File: src/rtl/uart_pkg.sv
// Shared UART types and constants for the receive path (and the planned transmitter).
package uart_pkg;

  typedef enum logic [2:0] {
    IDLE   = 3'd0,
    START  = 3'd1,
    DATA   = 3'd2,
    PARITY = 3'd3,
    STOP   = 3'd4
  } rx_state_t;

  localparam int UART_OVERSAMPLING_DEFAULT = 8;

  // Expected parity bit for up to 9 data bits; unused upper bits must be zero.
  function automatic logic parity_of(input logic [8:0] data, input logic odd);
    return (^data) ^ odd;
  endfunction

endpackage

File: src/rtl/uart_rx_sync.sv
// Two-flop synchronizer for the asynchronous serial line; resets to the idle (high) level.
module uart_rx_sync (
  input  logic clk_in,
  input  logic nrst_in,
  input  logic d_in,
  output logic q_out
);

  logic meta_q;
  logic sync_q;

  // Two-stage capture of the asynchronous input.
  always_ff @(posedge clk_in or negedge nrst_in) begin
    if (!nrst_in) begin
      meta_q <= 1'b1;
      sync_q <= 1'b1;
    end else begin
      meta_q <= d_in;
      sync_q <= meta_q;
    end
  end

  assign q_out = sync_q;

endmodule

File: src/rtl/uart_rx.sv
// Oversampling UART receiver with a one-entry valid/ready output buffer.
// Optional parity bit enabled by defining UART_RX_PARITY_EN.
module uart_rx
  import uart_pkg::*;
#(
  parameter int OVERSAMPLING_RATE = UART_OVERSAMPLING_DEFAULT,
  parameter int DATA_BITS         = 8,
  parameter int PARITY_ODD        = 0
) (
  input  logic                 clk_in,
  input  logic                 nrst_in,
  input  logic                 baud_tick_in,
  input  logic                 rx_in,
  output logic [DATA_BITS-1:0] data_out,
  output logic                 valid_out,
  input  logic                 ready_in,
  output logic                 frame_err_out,
  output logic                 overrun_err_out,
  output logic                 parity_err_out
);

  localparam int TW = $clog2(OVERSAMPLING_RATE);
  localparam int BW = $clog2(DATA_BITS + 1);
  localparam logic [TW-1:0] T_MID  = TW'(OVERSAMPLING_RATE / 2 - 1);
  localparam logic [TW-1:0] T_LAST = TW'(OVERSAMPLING_RATE - 1);
  localparam logic [BW-1:0] B_LAST = BW'(DATA_BITS - 1);

  logic                 rx_s;
  logic                 complete_s;
  rx_state_t            state_q, state_d;
  logic [TW-1:0]        tcnt_q, tcnt_d;
  logic [BW-1:0]        bitcnt_q, bitcnt_d;
  logic [DATA_BITS-1:0] shift_q, shift_d;
  logic [DATA_BITS-1:0] data_q, data_d;
  logic                 valid_q, valid_d;
  logic                 frame_err_q, frame_err_d;
  logic                 overrun_err_q, overrun_err_d;
`ifdef UART_RX_PARITY_EN
  logic                 par_bad_q, par_bad_d;
  logic                 parity_err_q, parity_err_d;
`else
  logic                 unused_parity_odd_s;
  assign unused_parity_odd_s = (PARITY_ODD != 0);
`endif

  uart_rx_sync u_sync (
    .clk_in (clk_in),
    .nrst_in(nrst_in),
    .d_in   (rx_in),
    .q_out  (rx_s)
  );

  // Frame FSM, bit sampling and output buffer next-state logic.
  always_comb begin
    state_d       = state_q;
    tcnt_d        = tcnt_q;
    bitcnt_d      = bitcnt_q;
    shift_d       = shift_q;
    data_d        = data_q;
    valid_d       = valid_q;
    complete_s    = 1'b0;
    frame_err_d   = 1'b0;
    overrun_err_d = 1'b0;
`ifdef UART_RX_PARITY_EN
    par_bad_d     = par_bad_q;
    parity_err_d  = 1'b0;
`endif
    if (baud_tick_in) begin
      case (state_q)
        IDLE: begin
          if (!rx_s) begin
            state_d = START;
            tcnt_d  = '0;
`ifdef UART_RX_PARITY_EN
            par_bad_d = 1'b0;
`endif
          end else begin
            state_d = IDLE;
          end
        end
        START: begin
          if (tcnt_q == T_MID) begin
            tcnt_d   = '0;
            bitcnt_d = '0;
            state_d  = rx_s ? IDLE : DATA;
          end else begin
            tcnt_d = tcnt_q + TW'(1);
          end
        end
        DATA: begin
          if (tcnt_q == T_LAST) begin
            tcnt_d   = '0;
            shift_d  = {rx_s, shift_q[DATA_BITS-1:1]};
            bitcnt_d = bitcnt_q + BW'(1);
`ifdef UART_RX_PARITY_EN
            state_d  = (bitcnt_q == B_LAST) ? PARITY : DATA;
`else
            state_d  = (bitcnt_q == B_LAST) ? STOP : DATA;
`endif
          end else begin
            tcnt_d = tcnt_q + TW'(1);
          end
        end
`ifdef UART_RX_PARITY_EN
        PARITY: begin
          if (tcnt_q == T_LAST) begin
            tcnt_d       = '0;
            par_bad_d    = (rx_s != parity_of(9'(shift_q), PARITY_ODD != 0));
            parity_err_d = par_bad_d;
            state_d      = STOP;
          end else begin
            tcnt_d = tcnt_q + TW'(1);
          end
        end
`endif
        STOP: begin
          // Leave at mid-stop so a back-to-back start edge is not missed.
          if (tcnt_q == T_LAST) begin
            tcnt_d  = '0;
            state_d = IDLE;
            if (rx_s) begin
`ifdef UART_RX_PARITY_EN
              complete_s = !par_bad_q;
`else
              complete_s = 1'b1;
`endif
            end else begin
              frame_err_d = 1'b1;
            end
          end else begin
            tcnt_d = tcnt_q + TW'(1);
          end
        end
        default: begin
          state_d = IDLE;
          tcnt_d  = '0;
        end
      endcase
    end else begin
      state_d = state_q;
    end

    if (valid_q && ready_in) begin
      valid_d = 1'b0;
    end else begin
      valid_d = valid_q;
    end
    if (complete_s) begin
      if (valid_q && !ready_in) begin
        overrun_err_d = 1'b1;
      end else begin
        valid_d = 1'b1;
        data_d  = shift_q;
      end
    end else begin
      overrun_err_d = 1'b0;
    end
  end

  // State, counters, buffer and error pulse registers.
  always_ff @(posedge clk_in or negedge nrst_in) begin
    if (!nrst_in) begin
      state_q       <= IDLE;
      tcnt_q        <= '0;
      bitcnt_q      <= '0;
      shift_q       <= '0;
      data_q        <= '0;
      valid_q       <= 1'b0;
      frame_err_q   <= 1'b0;
      overrun_err_q <= 1'b0;
`ifdef UART_RX_PARITY_EN
      par_bad_q     <= 1'b0;
      parity_err_q  <= 1'b0;
`endif
    end else begin
      state_q       <= state_d;
      tcnt_q        <= tcnt_d;
      bitcnt_q      <= bitcnt_d;
      shift_q       <= shift_d;
      data_q        <= data_d;
      valid_q       <= valid_d;
      frame_err_q   <= frame_err_d;
      overrun_err_q <= overrun_err_d;
`ifdef UART_RX_PARITY_EN
      par_bad_q     <= par_bad_d;
      parity_err_q  <= parity_err_d;
`endif
    end
  end

  assign data_out        = data_q;
  assign valid_out       = valid_q;
  assign frame_err_out   = frame_err_q;
  assign overrun_err_out = overrun_err_q;
`ifdef UART_RX_PARITY_EN
  assign parity_err_out  = parity_err_q;
`else
  assign parity_err_out  = 1'b0;
`endif

endmodule
File: config.mk
export PLATFORM = sky130hd
export DESIGN_NAME = uart_rx
export DESIGN_NICKNAME = d
export VERILOG_FILES = /design/src/rtl/uart_pkg.sv /design/src/rtl/uart_rx_sync.sv /design/src/rtl/uart_rx.sv
export SDC_FILE = /design/constraint.sdc
export NUM_CORES = 1
export LEC_CHECK = 0
export CAP_MARGIN = 20
export CORE_MARGIN = 1.5
export CORE_UTILIZATION = 30
export CTS_CLUSTER_SIZE = 12
export DETAILED_ROUTE_END_ITERATION = 8
export GPL_TIMING_DRIVEN = 0
export PLACE_DENSITY = 0.52
export SETUP_SLACK_MARGIN = 0.3
export SLEW_MARGIN = 20
export SYNTH_ARGS = -nofsm -noshare
export SYNTH_HDL_FRONTEND = slang
export SYNTH_SLANG_ARGS = --single-unit
File: constraint.sdc
create_clock -name clk_in -period 2.3 [get_ports clk_in]
set_clock_uncertainty 0.15 [all_clocks]
set_input_delay 0.46 -clock clk_in [delete_from_list [all_inputs] [get_ports clk_in]]
set_output_delay 0.46 -clock clk_in [all_outputs]
set_load 0.01 [all_outputs]
==> results.tsv <==
stage	metric	value	unit
global_routing	grt_usage	11.8	%
logic_synthesis	netlist_area	1520	um2
die	chipHeight	74.2	um
sta	worst_hold_slack	0.0725	ns
routing	first_pass_iters	4	
sta	slew_headroom	53.6	%
routing	ant_nets	0	
min_path	min_path_type	input pin to async pin	
sta	finalSetupViolations	0	
setup_path	crit_arrival	1.91	ns
flow_run	maxCapViolations	0	
pwr	fin_total_pwr	1.46	mW
logic_synthesis	yosysTopAreaCellShare	47.8	%
routing	drt_iter0_markers	36	
routing	vias_per_cell	4.88	
logic_synthesis	synth_cells	127	
die	die_w	74.2	um
cts	cts_made_buffers	5	
pwr	ir_worst_vdd	0.000335	V
die	core_area	4790	um2
placement	placed_cells	208	
die	die-area	5500	um2
cts	htreeDepth	2	
cells_and_area	nNetsFinal	160	
sta	post-route-min-period	1.89	ns
logic_synthesis	seq_area_frac_synth	51.2	%
pwr	cellPowerDensity	792	nW/um2
cts	cts_root_buffer	clkbuf_8	
pwr	switching_share	31.1	%
die	start_util	31.7	%
logic_synthesis	synth_cell_types	42	
routing	wire_per_inst	13.2	um
setup_path	critPathCaptureType	register	
logic_synthesis	yosys.area.top_type	dfrtp_1	
logic_synthesis	syn_avg_cell_area	12.0	um2
placement	hpwl	1.98	mm
sta	fmax	528	MHz
logic_synthesis	ys_warn_count	0	
cells_and_area	drive_gt1_share	28.7	%
cells_and_area	fillers	476	
logic_synthesis	syn-num-nets	138	
logic_synthesis	ys_async_sr_fraction	100	%
die	num_rows	25	
global_routing	antenna_found_initial	0	
routing	drc	0	
sta	worstMarginPinSlew	0.696	ns
routing	routed_wl	2.87	mm
cells_and_area	n_antenna_cell	0	
routing	vias	1059	
placement	gp_congestion	0.741	
setup_path	start_kind	register	
pwr	p_int	1.01	mW
global_routing	grt_pass1_wl	4.86	mm
global_routing	grt_max_degree	32	
logic_synthesis	ys_seq_elements	31	
sta	hold_viol_final	0	
pwr	p_clk_share	28.1	%
sta	rsz0062_at_grt	no	
cts	clock_sinks	31	
pwr	power.leakage	0.838	nW
pwr	pwr-share-seq	43.4	%
setup_path	cp_max_fo	8	
cts	clk_pin_slew	0.07	ns
pwr	p_sw	455	uW
cells_and_area	final_cells	217	
cts	clk_path_buf_depth	2	
sta	drv_slew	0	
global_routing	grt_overflow	0	
cts	ctsHoldBuffers	0	
setup_path	required	2.32	ns
sta	tns	0	ns
logic_synthesis	synth_edf_count	0	
sta	finalCritPeriodShare	82.4	%
pwr	p_comb_share	28.5	%
placement	portBuffers	14	
cells_and_area	syn2layout_area_growth	21.7	%
logic_synthesis	synth_flop_cell	dfrtp_1	
global_routing	grt_pass1_vias	1056	
logic_synthesis	synth_area_leaders	dfrtp_1, mux2_2, ha_1	
cts	cts_tree	done	
die	boundaryPins	17	
setup_path	critPathKind	register to register	
cts	clock_latency	0.28	ns
run_status	outcome	finished clean	
-- layer usage --
| layer | part of all wire, % | routed length [um] | vias to the layer above | GRT usage (%) |
|---|---|---|---|---|
| met5 | 0 | 0 | - | 0 |
| met4 | 1.8 | 52 | 0 | 4.73 |
| met3 | 4.8 | 137 | 7 | 3.79 |
| met2 | 51 | 1470 | 27 | 19.5 |
| met1 | 42 | 1210 | 522 | 14.1 |
| li1 | - | - | 503 | - |
-- through the flow --
stage          setup WS, ns  util [%]  area (um2)
6_report              0.406      38.6        1850
5_1_grt               0.306      38.6        1850
4_1_cts               0.306      38.1        1830
3_5_place_dp          0.298      36.3        1740
3_3_place_gp         0.0310      36.4        1740
2_1_floorplan         0.468         -        1520
-- cell usage in the layout (no fill, tap or decap), types with 3 or more instances in the layout --
cell type	n
dfrtp_1	29
mux2_2	16
clkdlybuf4s50_1	13
inv_1	6
buf_2	5
buf_4	5
a21oi_1	5
clkbuf_8	5
nor2_1	4
and3_1	3
nand2_1	3
nor2b_1	3
nand3_1	3
nor4b_1	3
or3b_2	3
ha_1	3
-- area by class of cell --
class	instances	area [um2]	area share (%)
clock buffers	6	72.6	3.93
multi-input cells	81	682	36.9
inverters	6	22.5	1.22
plain buffers	9	53.8	2.91
well taps	67	83.8	4.54
clock inverters	2	12.5	0.677
repair buffers	15	143	7.72
flip-flops and latches	31	778	42.1
-- worst paths after layout --
kind / cells past startpoint / slack (ns) / endpoint / start
hold reg to reg: 0 / 0.21 / u_sync.q_out / u_sync.meta_q
setup / recovery: 6 / 0.41 / data_out[3] / tcnt_q[1]
setup reg to reg: 6 / 0.41 / data_out[3] / tcnt_q[1]
hold / removal: 1 / 0.07 / state_q[0] / nrst_in
max in group asynchronous: 1 / 1.48 / data_out[0] / nrst_in
min in group clk_in: 0 / 0.21 / u_sync.q_out / u_sync.meta_q
-- registers in the layout, indices dropped and copies added (netlist names), 3 cells and up --
signal and flops:
data_out 8, state_q 3, tcnt_q 3, shift_q 8
bitcnt_q 4
-- power groups by stage --
stage | combinational (mW) | sequential (mW) | clock [mW]
floorplan | 0.304 | 0.631 | 0
global placement | 0.383 | 0.636 | 0
detailed placement | 0.385 | 0.640 | 0
CTS | 0.391 | 0.630 | 0.436
global route | 0.464 | 0.642 | 0.449
finish | 0.416 | 0.636 | 0.411
-- worst max-delay path: stages (launching register included) --
cell and delay [ns]:
dfrtp_1 0.39, ha_4 0.16, ha_2 0.21, and3_1 0.19
and3_1 0.16, buf_4 0.17, mux2_2 0.34
-- Yosys cell counts (2+ instances only) --
| library cell | n |
|---|---|
| nor3_1 | 2 |
| buf_4 | 4 |
| and3_1 | 3 |
| inv_1 | 6 |
| mux2_2 | 16 |
| dfrtp_1 | 29 |
| dfstp_2 | 2 |
| nor4b_1 | 3 |
| a21oi_1 | 5 |
| nand2_1 | 3 |
| buf_2 | 4 |
| or3b_2 | 3 |
| nor2_1 | 4 |
| nor2b_1 | 3 |
| ha_1 | 6 |
| and3b_1 | 2 |
| o32ai_1 | 2 |
| nand3_1 | 3 |
| nand3b_1 | 2 |
| and2_1 | 2 |
| nand2b_1 | 2 |
-- cell families after synthesis --
kind of cell,after synthesis,synth area share [%]
muxes,18,13.3
other,1,0.247
AOI/OAI and AO/OA,17,8.32
DFF,31,51.2
buffers and inverters,15,5.02
adders and majority gates,6,4.94
and+or+nand+nor,39,17.0
-- what timing repair did --
| action | in CTS | in global routing |
|---|---|---|
| resized for setup | 1 | 4 |
| endpoints found under the setup margin | 2 | 21 |
| setup buffers | 0 | 1 |
| pin swaps | 0 | 0 |
No activity file was read; power rests on OpenSTA's default activity.
